===== config.mk =====
export PLATFORM = sky130hd
export DESIGN_NAME = instr_fetch
export DESIGN_NICKNAME = d
export VERILOG_FILES = /design/src/rtl/instr_fetch.sv
export SDC_FILE = /design/constraint.sdc
export NUM_CORES = 1
export LEC_CHECK = 0
export ABC_AREA = 1
export CAP_MARGIN = 25
export CORE_MARGIN = 3
export CORE_UTILIZATION = 55
export CTS_CLUSTER_DIAMETER = 120
export DETAILED_ROUTE_END_ITERATION = 6
export DONT_BUFFER_PORTS = 1
export PLACE_DENSITY = 0.67
export SLEW_MARGIN = 20
export SYNTH_ARGS = -nofsm -noshare
export SYNTH_HDL_FRONTEND = slang
export SYNTH_SLANG_ARGS = --single-unit

===== constraint.sdc =====
create_clock -name clk -period 4.3 [get_ports clk]
set_input_delay 0.43 -clock clk [delete_from_list [all_inputs] [get_ports clk]]
set_output_delay 0.43 -clock clk [all_outputs]
set_load 0.02 [all_outputs]

===== src/rtl/instr_fetch.sv =====
// instr_fetch: single-outstanding-request instruction fetch unit with redirect and flush.
// Define IF_ALIGN_CHECK_EN to trap misaligned redirect targets in a sticky FAULT state.
`timescale 1ns/1ps
module instr_fetch (
    input  logic        clk,
    input  logic        rst,
    output logic        imem_req,
    output logic [31:0] imem_addr,
    input  logic        imem_ack,
    input  logic [31:0] imem_rdata,
    input  logic        stall,
    input  logic        redirect_valid,
    input  logic [31:0] redirect_pc,
    output logic [31:0] inst_out,
    output logic [31:0] pc_out,
    output logic        inst_valid
`ifdef IF_ALIGN_CHECK_EN
    ,
    output logic        fetch_fault
`endif
);

    typedef enum logic [2:0] {
        IDLE,
        REQ,
        HOLD,
        FLUSH
`ifdef IF_ALIGN_CHECK_EN
        ,
        FAULT
`endif
    } state_t;

    state_t      r_state;
    logic [31:0] r_pc;
    logic [31:0] r_flush_addr;
    logic [31:0] r_inst;
    logic [31:0] r_pc_out;
    logic        r_valid;
    logic [31:0] w_target;

`ifdef IF_ALIGN_CHECK_EN
    logic        r_fault;
    logic        w_bad_target;

    assign w_target     = redirect_pc;
    assign w_bad_target = |redirect_pc[1:0];
    assign fetch_fault  = r_fault;
`else
    logic        w_unused_lsb;

    // Without the alignment trap, targets are silently forced to word alignment.
    assign w_target     = {redirect_pc[31:2], 2'b00};
    assign w_unused_lsb = ^redirect_pc[1:0];
`endif

    // FLUSH keeps presenting the abandoned address until its response drains.
    assign imem_req   = (r_state == REQ) || (r_state == FLUSH);
    assign imem_addr  = (r_state == FLUSH) ? r_flush_addr : r_pc;
    assign inst_out   = r_inst;
    assign pc_out     = r_pc_out;
    assign inst_valid = r_valid;

    // NOTE: sequential state uses non-blocking assignments so every register samples pre-edge values.
    always_ff @(posedge clk or posedge rst) begin
        if (rst) begin
            r_state      <= IDLE;
            r_pc         <= 32'h0000_0000;
            r_flush_addr <= 32'h0000_0000;
            r_inst       <= 32'h0000_0000;
            r_pc_out     <= 32'h0000_0000;
            r_valid      <= 1'b0;
`ifdef IF_ALIGN_CHECK_EN
            r_fault      <= 1'b0;
`endif
        end else
`ifdef IF_ALIGN_CHECK_EN
        if (r_state == FAULT) begin
            r_state <= FAULT;
        end else if (redirect_valid && w_bad_target) begin
            r_state <= FAULT;
            r_fault <= 1'b1;
            r_valid <= 1'b0;
        end else
`endif
        if (redirect_valid) begin
            r_pc    <= w_target;
            r_valid <= 1'b0;
            case (r_state)
                REQ: begin
                    if (!imem_ack) begin
                        r_flush_addr <= r_pc;
                        r_state      <= FLUSH;
                    end
                end
                FLUSH: begin
                    if (imem_ack) r_state <= REQ;
                end
                default: r_state <= REQ;
            endcase
        end else begin
            case (r_state)
                IDLE: r_state <= REQ;
                REQ: begin
                    if (imem_ack) begin
                        r_inst   <= imem_rdata;
                        r_pc_out <= r_pc;
                        r_valid  <= 1'b1;
                        r_pc     <= r_pc + 32'd4;
                        r_state  <= HOLD;
                    end
                end
                HOLD: begin
                    if (!stall) begin
                        r_valid <= 1'b0;
                        r_state <= REQ;
                    end
                end
                FLUSH: begin
                    if (imem_ack) r_state <= REQ;
                end
                default: r_state <= r_state;
            endcase
        end
    end

endmodule

==> out/results.tsv, run 1 <==
metric	value	unit
initial DRC count	377	
total core area	10900	µm²
setup bufs post-CTS	0	
failing checks	negative hold slack	
NetSw	2420	µW
CTS buffer count	17	
Synth Flop Type	dfrtp_1	
RR Startpoint	r_state[2]	
Syn Inst Count	831	
Ant. Diodes	0	
Syn-to-layout area delta	10.7	%
Critical Path End Type	register	
Crit-path slowest cell	buf_4	
post-synthesis cell area	6190	µm²
antenna violations before repair	0	
max incr delay on CP	0.42	ns
number of iterations in the first detailed-routing pass	4	
synth cell count leaders	nand2_1 (328), dfrtp_1 (126), nor2_1 (92)	
EDFF count, synth	0	
CTS tree	built	
FILL cells	1048	
PortBufs	0	
num rows	38	
Clk pwr share	27.2	%
VDD IR max	0.391	mV
status	finished with violations	
GRT Total Usage	24.4	%
WL/cell	15.5	µm
Die Y	112	µm
Slew headroom	47.9	%
Worst Setup Slack, final	1.67	ns
crit path time final	2.63	ns
Net count, final	888	
Final ANT Viol Nets	0	
Switching Fraction	44.1	%
Clock Latency Late Sink	0.41	ns
endpoints failing setup	0	
LEAKAGE	0.00333	µW
Yosys cell types	33	
H-tree levels	4	
cells on worst reg2reg path	9	
Hold Path Class	in -> async	
clk slew on worst S/H paths	0.06	ns
crit path max fanout	55	
P_int	3060	µW
fin. max-slew vios	0	
Starting Density	56.6	%
top cell type's share of synthesized area	51.0	%
clock root cell	clkbuf_16	
Comb pwr share	29.1	%
Placer Congestion	0.895	
Die Footprint	12600	µm²
largest cells by area after synthesis	dfrtp_1 (51%), nand2_1 (20%), o21ai_0 (6.1%)	
share of cells above drive strength 1	5.90	%
DP HPWL	10700	µm
WHS	-0.00137	ns
sequential fraction of the synthesis area	51.0	%
Avg Cell Area, Syn	7.45	µm²
largest area contributor in the synthesized netlist	dfrtp_1	
flops & latches, synth	126	
Post-CTS Resized	0	
most frequent cell after synthesis	nand2_1	
cts hold-fix bufs	0	
Setup crit start kind	register	
fin cells	971	
clk_skew	0.00719	ns
critical path cell sequence	inv_1, nand2_2, nor2_4, nand2_4, nor2_8, inv_2, buf_4, o22ai_1, a21oi_1	
worst path arrival time	2.90	ns
drt total wl	15100	µm
via count	5208	
die width	112	µm
sequential cell fraction of total power	43.7	%
vias in the first global route	5082	
# DRC	0	
FFs w/ async S/R, synth	100	%
vias per inst	5.36	
fmax	0.380	GHz
crit share post-route	61.2	%
pre-CTS WS	1.68	ns
R2R setup slack	1.67	ns
worst r2r dst	r_pc[2]	
global route overflow	0	
Power per Cell Area	800	nW/µm²
IO Pins	167	
Worst-Margin Slew	0.773	ns
placed cell count	939	
Crit Path Category	reg -> reg	
max cap viols	0	
CTS Sinks	126	
Max clock buf depth	2	
unrepaired setup endpoints after global routing	false	
Yosys warnings	0	
largest net degree at the start of global routing	61	
global-route wire length before repair	25100	µm
setup_tns	0	ns
Tot Pwr	5480	µW
number of hold violations in the final report	1	
Worst EP required	4.57	ns
==> placed cells by master (no fill, tap or decap), drive strengths merged, types with 4 or more instances in the layout <==
cell type  Yosys  final
a21oi         21     21
buf           22      7
clkbuf        20     18
clkinv         0      5
conb           1      4
dfrtp        126    126
inv           51     55
nand2        330    330
nand3         37     37
nor2          95     95
nor3           6      6
o21ai        105    105
==> how the worst max path moves through the flow <==
stage               start     endpoint  slack (ns)  cells after the start
6_report       r_state[2]      r_pc[2]        1.67                      9
5_1_grt        r_state[2]      r_pc[2]        1.38                      9
4_1_cts        r_state[2]      r_pc[2]        1.66                      9
3_5_place_dp   r_state[2]      r_pc[2]        1.68                      9
3_3_place_gp   r_state[2]      r_pc[2]        1.80                      9
2_1_floorplan         rst  inst_out[0]        0.51                      1
==> metrics by stage <==
| step | area [µm²] | util [%] |
|---|---|---|
| after floorplan | 6200 | - |
| after global placement | 6200 | 56.7 |
| after detailed placement | 6230 | 56.9 |
| after CTS | 6850 | 62.6 |
| after global routing | 6850 | 62.6 |
| final | 6850 | 62.6 |
==> flip-flops by register name, indices dropped and copies added (netlist names) <==
signal,count
inst_out,32
pc_out,30
r_flush_addr,30
r_pc,30
r_state,3
inst_valid,1
==> kinds of logic (layout without fill, tap and decap cells) <==
kind of cell             after synthesis  count (layout)  synth area share [%]
AO/OA/AOI/OAI                        136             136                  11.4
XOR/XNOR                               2               2                 0.283
adder cells (fa/ha/maj)                1               1                 0.202
buffers and inverters                 93              90                  6.87
flip-flops                           126             126                  51.0
other                                  1               4                0.0606
AND/OR/NAND/NOR                      472             472                  30.3
==> critical path, delay by kind of cell (launching register included) <==
family,cells,cell delay [ns]
buffers and inverters,3,0.91
DFF,1,0.40
AOI/OAI and AO/OA,2,0.24
and+or+nand+nor,4,0.89
==> area by class of cell <==
class | instances | area (µm²) | share of cell area [%]
Clock buffer | 18 | 439 | 6.41
Clock inverter | 14 | 183 | 2.67
Inverter | 51 | 194 | 2.83
Multi-Input combinational cell | 615 | 2630 | 38.4
Sequential cell | 126 | 3150 | 46.0
Tap cell | 140 | 175 | 2.56
Timing Repair Buffer | 7 | 72.6 | 1.06
==> power groups by stage <==
| stage | registers (µW) | logic (µW) | clock network, µW |
|---|---|---|---|
| 3_5_place_dp | 2410 | 1600 | 0 |
| 3_3_place_gp | 2390 | 1510 | 0 |
| 5_1_grt | 2460 | 1820 | 1570 |
| 6_report | 2390 | 1600 | 1490 |
| 4_1_cts | 2390 | 1610 | 1520 |
| 2_1_floorplan | 2310 | 1320 | 0 |
==> layer usage <==
metal	global-route usage, %	part of all wire, %	vias to the layer above
met5	0	0	-
met1	33.3	44	2429
met2	39.4	48	171
met4	6.65	1.0	0
met3	6.09	6.9	15
li1	-	-	2593
(Power assumes the default switching activity.)
==> inputs of run 2 (changes only) <==
PLACE_DENSITY = 0.7   (was 0.67)
clock period = 2.4 ns   (was 4.3 ns; I/O delays follow)
==> run 2 against run 1 <==
Worst setup slack got worse by 1.6 ns. Routed wire length rose by 8.3%. Final area rose by 5.9%. Critical path depth fell by 5. The flow now finishes without violations. Core utilization rose by 3.7 points. Highest routed layer unchanged. Global-route usage rose by 2.3 points. Sequential share of layout area fell by 2.6 points. Count of clock-buffer cells in the layout rose by 2. Total power rose by 80%. Combinational power rose by 88%.
==> out/results.tsv, run 2 (synthesized netlist as in run 1, its figures left out) <==
metric	value	unit
status	finished clean	
Setup crit start	r_state[1]	
CTS Sinks	126	
gr busiest metal	met2	
setup_tns	0	ns
crit path max fanout	39	
grt met2 use	43.8	%
multi-input logic area	2640	µm²
Crit-path slowest cell	o21ai_0	
WL/cell	16.1	µm
Max clock buf depth	2	
fmax	0.436	GHz
commonest non-fill, non-tap cell in the layout	nand2_1	
Ant. Diodes	0	
endpoints failing setup	0	
GRT Total Usage	26.8	%
vias in the first global route	5426	
Crit Path Category	reg -> out	
DP HPWL	11100	µm
initial DRC count	617	
antenna violations before repair	0	
Top Family by Delay on Critical Path	compound AO/OA/AOI/OAI gates	
FF/Latch Area	3150	µm²
LEAKAGE	0.00350	µW
max cap viols	0	
Clock Latency Late Sink	0.41	ns
Hold Path Class	in -> reg	
IO Pins	167	
Tot Pwr	9850	µW
global-route wire length before repair	27100	µm
most frequent cells in the layout	nand2_1 (328), dfrtp_1 (126), nor2_1 (91)	
CTS buffer count	17	
Final Util	66.3	%
FILL cells	943	
Setup crit start kind	register	
clk slew on worst S/H paths	0.06	ns
number of hold violations in the final report	0	
clk_skew	0.00697	ns
Worst-Margin Slew	0.764	ns
Syn-to-layout area delta	17.2	%
Power per Cell Area	1360	nW/µm²
PortBufs	0	
vias per inst	5.47	
worst path buffer plus inverter count	2	
drt total wl	16300	µm
number of iterations in the first detailed-routing pass	6	
RR Startpoint	r_pc[3]	
worst path arrival time	2.05	ns
routing usage on met3	6.90	%
unrepaired setup endpoints after global routing	false	
H-tree levels	4	
Die Footprint	12600	µm²
# DRC	0	
die width	112	µm
global route overflow	0	
met1 Track Usage GR	35.9	%
WHS	0.00931	ns
dpl cell area	6280	µm²
Die Y	112	µm
Post-CTS Resized	0	
Critical Path End Type	primary output	
max incr delay on CP	0.62	ns
Placer Congestion	0.940	
num rows	38	
Slew headroom	48.5	%
Largest register FFs	32	
critical path cell sequence	inv_1, nor2_4, buf_12, o21ai_0	
Starting Density	56.6	%
Final ANT Viol Nets	0	
hold path start	redirect_valid	
crit path time final	2.29	ns
total core area	10900	µm²
crit share post-route	95.5	%
largest net degree at the start of global routing	95	
share of cells above drive strength 1	5.84	%
CTS tree	built	
Worst EP required	2.16	ns
post-route cell area	7250	µm²
Net count, final	932	
clock root cell	clkbuf_16	
fin. max-slew vios	0	
VDD IR max	0.831	mV
via count	5543	
## run 2: path summary, 6_finish.rpt
path	endpoint	slack (ns)	cells past startpoint
hold / removal	r_pc[9]	0.009	2
min in group asynchronous	inst_out[4]	0.46	3
hold reg to reg	r_flush_addr[6]	0.49	2
setup reg to reg	r_pc[28]	0.46	10
setup / recovery	imem_addr[6]	0.11	4
max in group asynchronous	r_pc[18]	1.54	3
## run 2: report_power, final
group	internal [µW]	switching (µW)
clock network	1620	915
logic	862	2140
registers	3020	1290
total	5500	4350
## run 2: cell type report
class                           count  area share (%)
Sequential cell                   126            43.5
Multi-Input combinational cell    616            36.4
Timing Repair Buffer               50            7.01
Clock buffer                       20            6.02
Inverter                           51            2.69
Tap cell                          140            2.42
Clock inverter                     11            1.98
## run 2: what timing repair did
action	in CTS	in global routing
endpoints found under the setup margin	0	15
hold endpoints to repair	163	0
buffers inserted	0	0
hold buffers	38	0
## run 2: per-stage QoR
| step | std cells | setup slack [ns] |
|---|---|---|
| 6_report | 1014 | 0.108 |
| 5_1_grt | 1014 | 0.0198 |
| 4_1_cts | 1013 | 0.119 |
| 3_5_place_dp | 944 | 0.517 |
| 3_3_place_gp | 944 | 0.577 |
| 2_1_floorplan | 834 | 0.607 |
## run 2: worst reg2reg max path: cells and delay by family (launching register included)
kind | cells | cell delay, ns
adders and majority gates | 1 | 0.24
DFF | 1 | 0.42
and+or+nand+nor | 9 | 1.15
## run 2: routing by layer
metal	part of all wire [%]	vias to the layer above
met5	0	-
met4	1.6	0
li1	-	2685
met3	6.9	23
met2	48	207
met1	43	2628
